### src/rtl/keypad_scan_controller.sv
// keypad_scan_controller
//   Scans a 4x4 active-low membrane keypad one column at a time, debounces
//   each press and its release, emits one key event per physical press and
//   assembles DIGITS decimal digits into an entry word that is handed to the
//   game FSM through a valid/ack handshake.
//
// Ports
//   masterClk    in   system clock, all state changes on the rising edge
//   rst          in   synchronous reset, active-high
//   en           in   scanning enable; low parks the scanner with columns off
//   row[3:0]     in   keypad rows, active-low, row[3] is the top row
//   col[3:0]     out  column strobes, active-low, col[0] is the left column
//   key_code     out  code of the last debounced key (4'hF after reset)
//   key_valid    out  one-cycle pulse per debounced press
//   entry        out  packed digits, newest in [3:0], empty nibbles 4'hF
//   entry_count  out  number of digits currently held
//   entry_valid  out  entry complete, held until entry_ack
//   entry_ack    in   game FSM has consumed the entry
module keypad_scan_controller #(
  parameter int SETTLE_CYCLES   = 1000,
  parameter int DEBOUNCE_CYCLES = 100000,
  parameter int DIGITS          = 4
) (
  input  logic                  masterClk,
  input  logic                  rst,
  input  logic                  en,
  input  logic [3:0]            row,
  output logic [3:0]            col,
  output logic [3:0]            key_code,
  output logic                  key_valid,
  output logic [4*DIGITS-1:0]   entry,
  output logic [3:0]            entry_count,
  output logic                  entry_valid,
  input  logic                  entry_ack
);

  localparam int MAXC = (SETTLE_CYCLES > DEBOUNCE_CYCLES) ? SETTLE_CYCLES : DEBOUNCE_CYCLES;
  localparam int CW   = $clog2(MAXC + 1);
  localparam logic [CW-1:0] SETTLE_LAST   = CW'(SETTLE_CYCLES - 1);
  localparam logic [CW-1:0] DEBOUNCE_LAST = CW'(DEBOUNCE_CYCLES - 1);
  localparam logic [3:0]    DIGITS_C      = 4'(DIGITS);

  typedef enum logic [2:0] {
    S_IDLE,
    S_DRIVE,
    S_DEBOUNCE,
    S_PRESS,
    S_RELEASE
  } state_t;

  state_t                r_state;
  logic [1:0]            r_idx;
  logic [CW-1:0]         r_cnt;
  logic [3:0]            r_row_lat;
  logic [3:0]            r_col;
  logic [3:0]            r_key_code;
  logic                  r_key_valid;
  logic [4*DIGITS-1:0]   r_entry;
  logic [3:0]            r_count;
  logic                  r_entry_valid;

  logic [1:0]            w_idx_next;
  logic                  w_one_low;
  logic [3:0]            w_key;
  logic [4*DIGITS-1:0]   w_entry_shift;

  // One-cold strobe for a column index.
  function automatic logic [3:0] col_strobe(input logic [1:0] idx);
    return ~(4'b0001 << idx);
  endfunction

  // A usable sample has exactly one row pulled low.
  function automatic logic one_row_low(input logic [3:0] rp);
    logic ok;
    case (rp)
      4'b0111, 4'b1011, 4'b1101, 4'b1110: ok = 1'b1;
      default:                            ok = 1'b0;
    endcase
    return ok;
  endfunction

  // Column index plus latched row pattern to key code. row[3] is row 0.
  function automatic logic [3:0] key_map(input logic [1:0] idx, input logic [3:0] rp);
    logic [1:0] r;
    logic [3:0] k;
    case (rp)
      4'b0111: r = 2'd0;
      4'b1011: r = 2'd1;
      4'b1101: r = 2'd2;
      default: r = 2'd3;
    endcase
    case ({idx, r})
      4'h0: k = 4'h1;  4'h1: k = 4'h4;  4'h2: k = 4'h7;  4'h3: k = 4'h0;
      4'h4: k = 4'h2;  4'h5: k = 4'h5;  4'h6: k = 4'h8;  4'h7: k = 4'hF;
      4'h8: k = 4'h3;  4'h9: k = 4'h6;  4'hA: k = 4'h9;  4'hB: k = 4'hE;
      4'hC: k = 4'hA;  4'hD: k = 4'hB;  4'hE: k = 4'hC;  default: k = 4'hD;
    endcase
    return k;
  endfunction

  assign w_idx_next    = r_idx + 2'd1;
  assign w_one_low     = one_row_low(row);
  assign w_key         = key_map(r_idx, r_row_lat);
  // Shift form keeps DIGITS=1 legal (no negative part-select bound).
  assign w_entry_shift = (r_entry << 4) | (4*DIGITS)'(w_key);

  always_ff @(posedge masterClk) begin
    if (rst) begin
      r_state       <= S_IDLE;
      r_idx         <= 2'd0;
      r_cnt         <= '0;
      r_row_lat     <= 4'hF;
      r_col         <= 4'hF;
      r_key_code    <= 4'hF;
      r_key_valid   <= 1'b0;
      r_entry       <= '1;
      r_count       <= 4'd0;
      r_entry_valid <= 1'b0;
    end else begin
      r_key_valid <= 1'b0;

      // Handshake is independent of the scanner state; ack without a
      // pending entry is ignored.
      if (entry_ack && r_entry_valid) begin
        r_entry       <= '1;
        r_count       <= 4'd0;
        r_entry_valid <= 1'b0;
      end

      if (!en) begin
        r_state <= S_IDLE;
        r_col   <= 4'hF;
        r_cnt   <= '0;
        r_idx   <= 2'd0;
      end else begin
        unique case (r_state)
          S_IDLE: begin
            if (!r_entry_valid) begin
              r_state <= S_DRIVE;
              r_idx   <= 2'd0;
              r_col   <= col_strobe(2'd0);
              r_cnt   <= '0;
            end
          end
          S_DRIVE: begin
            if (r_cnt == SETTLE_LAST) begin
              r_cnt <= '0;
              if (w_one_low) begin
                r_row_lat <= row;
                r_state   <= S_DEBOUNCE;
              end else begin
                r_idx <= w_idx_next;
                r_col <= col_strobe(w_idx_next);
              end
            end else begin
              r_cnt <= r_cnt + CW'(1);
            end
          end
          S_DEBOUNCE: begin
            // Any change restarts settling on the same column.
            if (row != r_row_lat) begin
              r_state <= S_DRIVE;
              r_cnt   <= '0;
            end else if (r_cnt == DEBOUNCE_LAST) begin
              r_state <= S_PRESS;
              r_cnt   <= '0;
            end else begin
              r_cnt <= r_cnt + CW'(1);
            end
          end
          S_PRESS: begin
            r_key_valid <= 1'b1;
            r_key_code  <= w_key;
            if (w_key <= 4'd9 && r_count < DIGITS_C) begin
              r_entry <= w_entry_shift;
              r_count <= r_count + 4'd1;
              if (r_count + 4'd1 == DIGITS_C) r_entry_valid <= 1'b1;
            end else if (w_key == 4'hE) begin
              r_entry <= '1;
              r_count <= 4'd0;
            end
            r_state <= S_RELEASE;
            r_cnt   <= '0;
          end
          S_RELEASE: begin
            // Release needs an unbroken run of all-high samples.
            if (row != 4'hF) begin
              r_cnt <= '0;
            end else if (r_cnt == DEBOUNCE_LAST) begin
              r_cnt <= '0;
              if (r_entry_valid) begin
                r_state <= S_IDLE;
                r_col   <= 4'hF;
              end else begin
                r_state <= S_DRIVE;
                r_idx   <= w_idx_next;
                r_col   <= col_strobe(w_idx_next);
              end
            end else begin
              r_cnt <= r_cnt + CW'(1);
            end
          end
          default: begin
            r_state <= S_IDLE;
            r_col   <= 4'hF;
            r_cnt   <= '0;
          end
        endcase
      end
    end
  end

  assign col         = r_col;
  assign key_code    = r_key_code;
  assign key_valid   = r_key_valid;
  assign entry       = r_entry;
  assign entry_count = r_count;
  assign entry_valid = r_entry_valid;

endmodule
### config.mk
export PLATFORM = sky130hd
export DESIGN_NAME = keypad_scan_controller
export DESIGN_NICKNAME = d
export VERILOG_FILES = /design/src/rtl/keypad_scan_controller.sv
export SDC_FILE = /design/constraint.sdc
export NUM_CORES = 1
export LEC_CHECK = 0
export ABC_AREA = 0
export CAP_MARGIN = 20
export CORE_MARGIN = 2
export CORE_UTILIZATION = 31
export DETAILED_ROUTE_END_ITERATION = 12
export GPL_ROUTABILITY_DRIVEN = 0
export HOLD_SLACK_MARGIN = 0.08
export PLACE_DENSITY_LB_ADDON = 0.12
export SETUP_SLACK_MARGIN = 0.05
export SYNTH_ARGS = -nofsm -noshare
export SYNTH_HDL_FRONTEND = slang
export SYNTH_SLANG_ARGS = --single-unit
export TNS_END_PERCENT = 30
### constraint.sdc
create_clock -name masterClk -period 3.8 [get_ports masterClk]
set_input_delay 0.38 -clock masterClk [delete_from_list [all_inputs] [get_ports masterClk]]
set_output_delay 0.38 -clock masterClk [all_outputs]
set_load 0.02 [all_outputs]
# [After elaboration in Yosys (flattened, before gate mapping)]
# Memory sizes are Yosys's and may differ from the RTL's.
# Index checks and enable logic that the tools add are counted.
[classes] add_sub_neg=3 n_lt_le_gt_ge=2 eq_ne=25 n_shift=1 muxes=47 bitwise_logic=4 reduce_logical=12
[op_table] cell="$mux W17" count=5
[op_table] cell="$mux W16" count=5
[op_table] cell="$pmux W17 S4" count=1
[op_table] cell="$mux W4" count=11
[op_table] cell="$eq A4 B4 Y1 const B" count=6
[op_table] cell="$mux W3" count=7
[op_table] cell="$add A17 B1 Y17 const B" count=1
[op_table] cell="$eq A17 B10 Y1 const B" count=1
[op_table] cell="$eq A17 B17 Y1 const B" count=1
[op_table] cell="$or A16 B4 Y16" count=1
[op_table] cell="$pmux W4 S4" count=1
[op_table] cell="$pmux W3 S5" count=1
[op_table] cell="$ne A2 B2 Y1 const B" count=7
[op_table] cell="$eq A4 B3 Y1 const B" count=3
[op_table] cell="$mux W2" count=6
[op_table] cell="$pmux W2 S3" count=2
[op_table] cell="$reduce_and A6 Y1" count=2
[op_table] cell="$mux W1" count=8
[op_table] cell="$reduce_and A7 Y1" count=1
[op_table] cell="$eq A3 B2 Y1 const B" count=2
[op_table] cell="$add A4 B1 Y4 const B" count=1
[op_table] cell="$le A4 B4 Y1 const B" count=1
[op_table] cell="$lt A4 B3 Y1 const B" count=1
[op_table] cell="$ne A4 B4 Y1" count=1
[op_table] cell="other kinds (15)" count=18
[word_totals] regBits=56 romBits=64 input_bits=8 output_inout_bits=30 elab_cells=105 n_memories=1
[memory_table] memory="(no name shown)" words=16 width=4 read_ports=1 rd_ports_with_merged_regs=0 wr=0 line="92" text="case ({idx, r})"

# [Depth between registers and ports, before layout]
# Gate-level depths: netlist (run 1).
# An unclocked memory read counts as a cell.
[depth] ltp_word=8 mapped_depth=12 depth_no_buf=10

# [Worst setup path after synthesis (run 1)]
# Ideal clock, no wire load.
[synth_path] kind="reg-to-reg" from="reg r_row_lat[2]" to="reg r_entry[12], in the netlist entry[12]" setup_ps=122 arrival_ps=2326 required_ps=3678 slack_ps=1352 path_stages_with_launch=13 path_buffers=2 period_less_slack_ps=2448 cell_sequence="dfxtp_1 > buf_2 > nand3_1 > nor2_1 > inv_1 > ha_1 > a31o_2 > a41o_1 > o211ai_1 > a311o_1 > a21oi_4 > buf_6 > o32a_1"
[synth_between] elab_chain_cells=8 elab_cells_between_ends=12 classes_between="order compare: 1; eq/ne: 4; mux: 5; reduce/logical: 1; memory: 1"
[synth_rtl] item="from (decl)" line="54" text="logic [3:0] r_row_lat;"
[synth_rtl] item="from (signal assigned)" line="149" text="r_row_lat <= row;"
[synth_rtl] item="$eq A4 B4 Y1 / $eq A4 B3 Y1 (equally long branches)" line="86" text="case (rp)"
[synth_rtl] item="$pmux W2 S3 *" line="86"
[synth_rtl] item="$mem_v2 Z16 W4 *"
[synth_rtl] item="$le A4 B4 Y1 / $eq A4 B4 Y1 (equally long branches)" line="174, 178"
[synth_rtl] item="$logic_and A1 B1 Y1 / $mux W16 (equally long branches)" line="174, 178"
[synth_rtl] item="$mux W16 *" line="174" text="if (w_key <= 4'd9 && r_count < DIGITS_C) begin"
[synth_rtl] item="$mux W16 *" line="136" text="unique case (r_state)"
[synth_rtl] item="$mux W16 *" line="130" text="if (!en) begin"
[synth_rtl] item="to (signal assigned)" line="175" text="r_entry <= w_entry_shift;"
[synth_rtl] item="to (decl)" line="58" text="logic [4*DIGITS-1:0] r_entry;"
# Every way passes the cells marked *; elsewhere a longest branch is shown, timed or not.
# A chain may end at the register's enable or synchronous reset.

# [Worst setup path after layout (run 1)]
[layout_path] from="reg r_row_lat[0]" to="reg r_entry[12], in the netlist entry[12]"
# Same word-level chain as after synthesis.

==> metrics.md, run 1 <==
| Metric | Value |
|---|---|
| Ranking of synthesized cells by area | dfxtp_1 38%, o32a_1 5.4%, nor2_1 5.0% |
| Total global routing overflow | 0 |
| Sequential element share of the synthesized area | 0.379 |
| Commonest non-fill, non-tap cells in the layout | 56 x dfxtp_1, 39 x nor2_1, 37 x clkdlybuf4s50_1 |
| Slew headroom | 0.474 |
| Die Wd | 102 um |
| Gate Count Post-Synth | 335 |
| Worst-Margin Slew | 783 ps |
| DRC Markers | 0 |
| Worst path required time | 4060 ps |
| Max Freq | 0.352 GHz |
| Arr. time, crit path | 3100 ps |
| Root Buffer | clkbuf_8 |
| HP Class | reg -> reg |
| Syn Nets | 352 |
| Pwr dens | 303 mW/mm^2 |
| Fin nets | 370 |
| Max-slew violations | 0 |
| Mapped cell area | 0.00296 sq mm |
| Hold Vio Cnt, Final | 0 |
| DR WL/cell | 14.4 um |
| Fin crit share | 0.748 |
| Post-CTS Setup Repair Bufs | 0 |
| Number of synthesized flops with an enable pin | 0 |
| Total Routing Usage GR | 0.135 |
| Layout area overhead | 16.3% |
| Site Rows | 35 |
| Top-area cell type share of the netlist area | 0.379 |
| Longest Clk Path Bufs | 2 |
| RSZ-0062 raised after global routing | no |
| Die Area | 0.0103 sq mm |
| Synth Warn # | 0 |
| CTS sink cnt | 56 |
| Period minus WS final | 2840 ps |
| R2R setup slack | 960 ps |
| Leak pwr | 1.22 nW |
| CTS Buf Count | 5 |
| Clock skew | 6.29 ps |
| Cts hold-fix bufs | 0 |
| Initial antenna violation count | 0 |
| #FFs+latches synth | 56 |
| Distinct cell type count after synthesis | 63 |
| Pre-antenna DRT Iters | 5 |
| Vias in the first global route | 2227 |
| # setup viols final | 0 |
| Asr flop ratio synth | 0 |
| Post-Route WL | 6.95 mm |
| Fraction of layout cells with a size suffix above 1 | 0.0706 |
| Synth Flop Type | dfxtp_1 |
| Largest net degree at the start of global routing | 19 |
| Peak supply drop | 0.000139 V |
| Port Buffers | 37 |
| CTS H-tree lvls | 2 |
| Number of max-cap violations | 0 |
| Post-DP HPWL | 4.97 mm |
| Syn Area/Cell | 8.82 sq um |
| Worst-Skew Late Latency | 310 ps |
| First-pass GRT wire length | 11.1 mm |
| Cell taking the most area after synthesis | dfxtp_1 |
| Initial Util | 0.320 |
| Commonest non-fill, non-tap cell in the layout | dfxtp_1 |
| Routed via count | 2385 |
| Final Power | 1.04 mW |
| Post-route ant nets | 0 |
| Worst hold slack | 470 ps |
| ANT cells | 0 |
| Initial DRC Count | 74 |
| Vias per inst | 4.94 |
| Status | finished clean |
| Setup Crit Path Kind | reg -> reg |
| Worst-path clk slew | 100 ps |
| CP startpoint kind | register |
| Crit Path Max Fanout | 18 |
| I/O pins | 38 |
| Sum Neg Setup Slack | 0 ps |
| Die Span Y | 102 um |
| CTS tree | built |
| Nature of the critical path endpoint | register |
| Post-CTS Resized | 0 |
| Core area | 0.00924 sq mm |
worst paths after layout:
kind,from,to,depth (start not counted)
max reg2reg,r_row_lat[0],entry[12],10
min,key_code[0],key_code[0],1
max,r_row_lat[0],entry[12],10
min reg2reg,key_code[0],key_code[0],1
layout make-up:
| cell class | instances | area (sq um) |
|---|---|---|
| Tap cell | 129 | 161 |
| Inverter | 8 | 30.0 |
| Fill cell | 946 | 5800 |
| Sequential cell | 56 | 1120 |
| Clock inverter | 2 | 35.0 |
| Timing Repair Buffer | 38 | 378 |
| Clock buffer | 6 | 72.6 |
| Multi-Input combinational cell | 244 | 1640 |
sequential cells by signal, summed over array words and instances (netlist names):
| signal | flops |
|---|---|
| r_cnt | 17 |
| entry | 16 |
| col | 4 |
| entry_count | 4 |
| key_code | 4 |
| r_row_lat | 4 |
| r_state | 3 |
| r_idx | 2 |
| entry_valid | 1 |
| key_valid | 1 |
critical path, cell delays in order, from the launching register on:
cell and delay, ps:
dfxtp_1 540, nand3_1 110, nor2_1 200, inv_1 70, ha_1 270, a31o_2 250, a41o_1 250, a21oi_2 200
nand4_1 210, a21oi_4 490, o32a_1 210
cell usage after synthesis, types with 4 or more instances:
cell      count
a21oi_1      13
xor2_1       16
mux2i_1       4
buf_2         8
and3_1        5
ha_1          9
inv_1         8
dfxtp_1      56
nand2_1      22
buf_4        12
nand3_1      12
nor2b_1       4
o32a_1       16
nand2b_1      7
clkbuf_1      6
and2_1        5
nand4_1      10
o21ai_0       7
nor3_1       13
nor2_1       39
xnor2_1       5
report_power, final:
group	switching, mW	internal [mW]	total [mW]	leakage, nW
combinational	0.0312	0.0212	0.0524	0.715
clock	0.198	0.196	0.395	0.0552
sequential	0.00448	0.589	0.593	0.453
total	0.234	0.806	1.04	1.22
logic make-up after synthesis:
group	Yosys count	synth area share
AO/OA/AOI/OAI	70	0.186
AND/OR/NAND/NOR	140	0.255
multiplexers	4	0.0135
buffers and inverters	35	0.0656
adder cells (fa/ha/maj)	9	0.0381
flip-flops	56	0.379
XOR/XNOR	21	0.0622
through the flow:
step	utilization	cells	cell area, sq um	setup slack, ps
after CTS	0.372	483	3440	966
final	0.372	483	3440	956
after global placement	0.360	475	3330	1050
after floorplan	-	335	2960	1350
after global routing	0.372	483	3440	683
after detailed placement	0.360	475	3330	983
metal layers:
metal  GRT usage  vias to the layer above  share of wire
li1            -                     1239              -
met1       0.187                     1100           0.50
met2       0.213                       40           0.45
met3      0.0276                        6          0.039
met4      0.0395                        0          0.012
met5           0                        -              0
No activity file was read; power rests on OpenSTA's default activity.
==> inputs of run 2 (changes only) <==
Clock period 3.8 ns to 2.9 ns, I/O delays scaled along.
==> metrics.md, run 2 (synthesis results as in run 1) <==
| Metric | Value |
|---|---|
| Die Wd | 102 um (unchanged) |
| Flop pwr share | 0.602 (was 0.570) |
| Final Power | 1.29 mW (was 1.04 mW) |
| Hold Vio Cnt, Final | 0 (unchanged) |
| Multi-input logic area | 0.00164 sq mm (unchanged) |
| Fin crit share | 0.894 (was 0.748) |
| CTS Buf Count | 5 (unchanged) |
| Post-DP HPWL | 5.02 mm (was 4.97 mm) |
| DR WL/cell | 14.0 um (was 14.4 um) |
| CP startpoint kind | register (unchanged) |
| Port Buffers | 37 (unchanged) |
| DRC Markers | 0 (unchanged) |
| Setup Crit Path Kind | reg -> reg (unchanged) |
| Pwr dens | 370 mW/mm^2 (was 303 mW/mm^2) |
| Layout fillers | 962 (was 946) |
| Sw Ratio | 0.244 (was 0.225) |
| Worst-Margin Slew | 703 ps (was 783 ps) |
| Arr. time, crit path | 2800 ps (was 3100 ps) |
| Max Freq | 0.386 GHz (was 0.352 GHz) |
| Peak supply drop | 0.000187 V (was 0.000139 V) |
| Post-route ant nets | 0 (unchanged) |
| Clock network power share | 0.342 (was 0.379) |
| Pre-antenna DRT Iters | 4 (was 5) |
| CP Cell Sequence | nand3_1, nor2_1, inv_1, ha_1, a31o_2, a41o_1, o211ai_1, a311o_1, a21oi_4, buf_12, o32a_1 (was nand3_1, nor2_1, inv_1, ha_1, a31o_2, a41o_1, a21oi_2, nand4_1, a21oi_4, o32a_1) |
| Dpl cell area | 0.00339 sq mm (was 0.00333 sq mm) |
| CTS H-tree lvls | 2 (unchanged) |
| HP Class | reg -> reg (unchanged) |
| Period minus WS final | 2590 ps (was 2840 ps) |
| Core area | 0.00924 sq mm (unchanged) |
| Number of max-cap violations | 0 (unchanged) |
| Routed via count | 2392 (was 2385) |
| RSZ-0062 raised after global routing | no (unchanged) |
| Critical Path Slowest Stage Cell | dfxtp_2 (was dfxtp_1) |
| CP top delay family | compound AO/OA/AOI/OAI gates (unchanged) |
| Status | finished clean (unchanged) |
| Site Rows | 35 (unchanged) |
| Worst-Skew Late Latency | 320 ps (was 310 ps) |
| Vias in the first global route | 2317 (was 2227) |
| Die Span Y | 102 um (unchanged) |
| Slew headroom | 0.528 (was 0.474) |
| Internal power | 974 uW (was 806 uW) |
| CTS sink cnt | 56 (unchanged) |
| Sum Neg Setup Slack | 0 ps (unchanged) |
| Crit Path Max Fanout | 18 (unchanged) |
| Die Area | 0.0103 sq mm (unchanged) |
| Initial Util | 0.320 (unchanged) |
| Crit. Startpoint | r_row_lat[0] (unchanged) |
| Nature of the critical path endpoint | register (unchanged) |
| Max-slew violations | 0 (unchanged) |
| ANT cells | 0 (unchanged) |
| First-pass GRT wire length | 11.2 mm (was 11.1 mm) |
| Initial DRC Count | 97 (was 74) |
| Worst path required time | 3110 ps (was 4060 ps) |
| Final instance area | 0.00348 sq mm (was 0.00344 sq mm) |
| Flip-flop and latch area | 0.00112 sq mm (about the same) |
| Max stage delay on crit path | 440 ps (was 540 ps) |
| Critical R2R Launch | r_row_lat[0] (unchanged) |
| CTS tree | built (unchanged) |
| Vias per inst | 4.89 (was 4.94) |
| Fin nets | 376 (was 370) |
| Net load switching power | 315 uW (was 234 uW) |
| Worst-path clk slew | 110 ps (was 100 ps) |
| Layout area overhead | 17.8% (was 16.3%) |
| Post-CTS Setup Repair Bufs | 0 (unchanged) |
| Cts hold-fix bufs | 0 (unchanged) |
| I/O pins | 38 (unchanged) |
| Bufs and invs on worst path | 2 (was 1) |
| Hold_sp | key_code[0] (unchanged) |
| Longest Clk Path Bufs | 2 (unchanged) |
| # setup viols final | 0 (unchanged) |
| Commonest non-fill, non-tap cell in the layout | dfxtp_1 (unchanged) |
| Post-Route WL | 6.83 mm (was 6.95 mm) |
| Root Buffer | clkbuf_8 (unchanged) |
| Combinational power share | 0.056 (was 0.050) |
| Leak pwr | 1.24 nW (was 1.22 nW) |
| Total global routing overflow | 0 (unchanged) |
| Reg with most FFs | r_cnt (unchanged) |
| Max reg flops | 17 (unchanged) |
| Total Routing Usage GR | 0.136 (was 0.135) |
| Fraction of layout cells with a size suffix above 1 | 0.0889 (was 0.0706) |
| Clock skew | 8.82 ps (was 6.29 ps) |
| Largest net degree at the start of global routing | 19 (unchanged) |
| Commonest non-fill, non-tap cells in the layout | 55 x dfxtp_1, 39 x nor2_1, 37 x clkdlybuf4s50_1 (was 56 x dfxtp_1, 39 x nor2_1, 37 x clkdlybuf4s50_1) |
| Initial antenna violation count | 0 (unchanged) |
## run 2: cell type report
class / instances / area share
Multi-Input combinational cell: 244 / 0.471
Sequential cell: 56 / 0.322
Timing Repair Buffer: 44 / 0.126
Tap cell: 129 / 0.0464
Clock buffer: 6 / 0.0208
Inverter: 8 / 0.00862
Clock inverter: 2 / 0.00467
## run 2: timing repair
action                                 CTS  global route
endpoints found under the hold margin    0             0
gates resized for setup                  0             1
setup endpoints to repair                0            19
## run 2: through the flow
step                std cells  hold WS (ps)  worst slack [ps]   util
floorplan                 335           447               452      -
global placement          480           450               255  0.366
detailed placement        481           457               235  0.367
CTS                       489           484               188  0.377
global route              489           518              66.7  0.377
finish                    489           477               306  0.377
## run 2: path summary, 6_finish.rpt
path              cells past startpoint  slack [ps]     endpoint
setup / recovery                     11         310    entry[12]
hold / removal                        1         480  key_code[0]
setup reg to reg                     11         310    entry[12]
hold reg to reg                       1         480  key_code[0]
## run 2: power by group through the flow
stage	clock network [mW]	logic (mW)	registers [mW]
final	0.442	0.0716	0.777
after global routing	0.491	0.0795	0.778
after CTS	0.461	0.0728	0.777
after detailed placement	0	0.0723	0.795
after global placement	0	0.0720	0.794
after floorplan	0	0.0420	0.793
## run 2: routing by layer
metal	wire length, um	track usage	up-vias
li1	-	-	1244
met1	3380	0.183	1115
met2	3110	0.220	26
met3	254	0.0283	7
met4	83	0.0385	0
met5	0	0	-
==> inputs of run 3 (changes only) <==
Settings changed: CTS_CLUSTER_DIAMETER from default to 50, SLEW_MARGIN from default to 5.
==> results of run 3 <==
No change in the layout: final DEF, timing and power equal those of run 2.
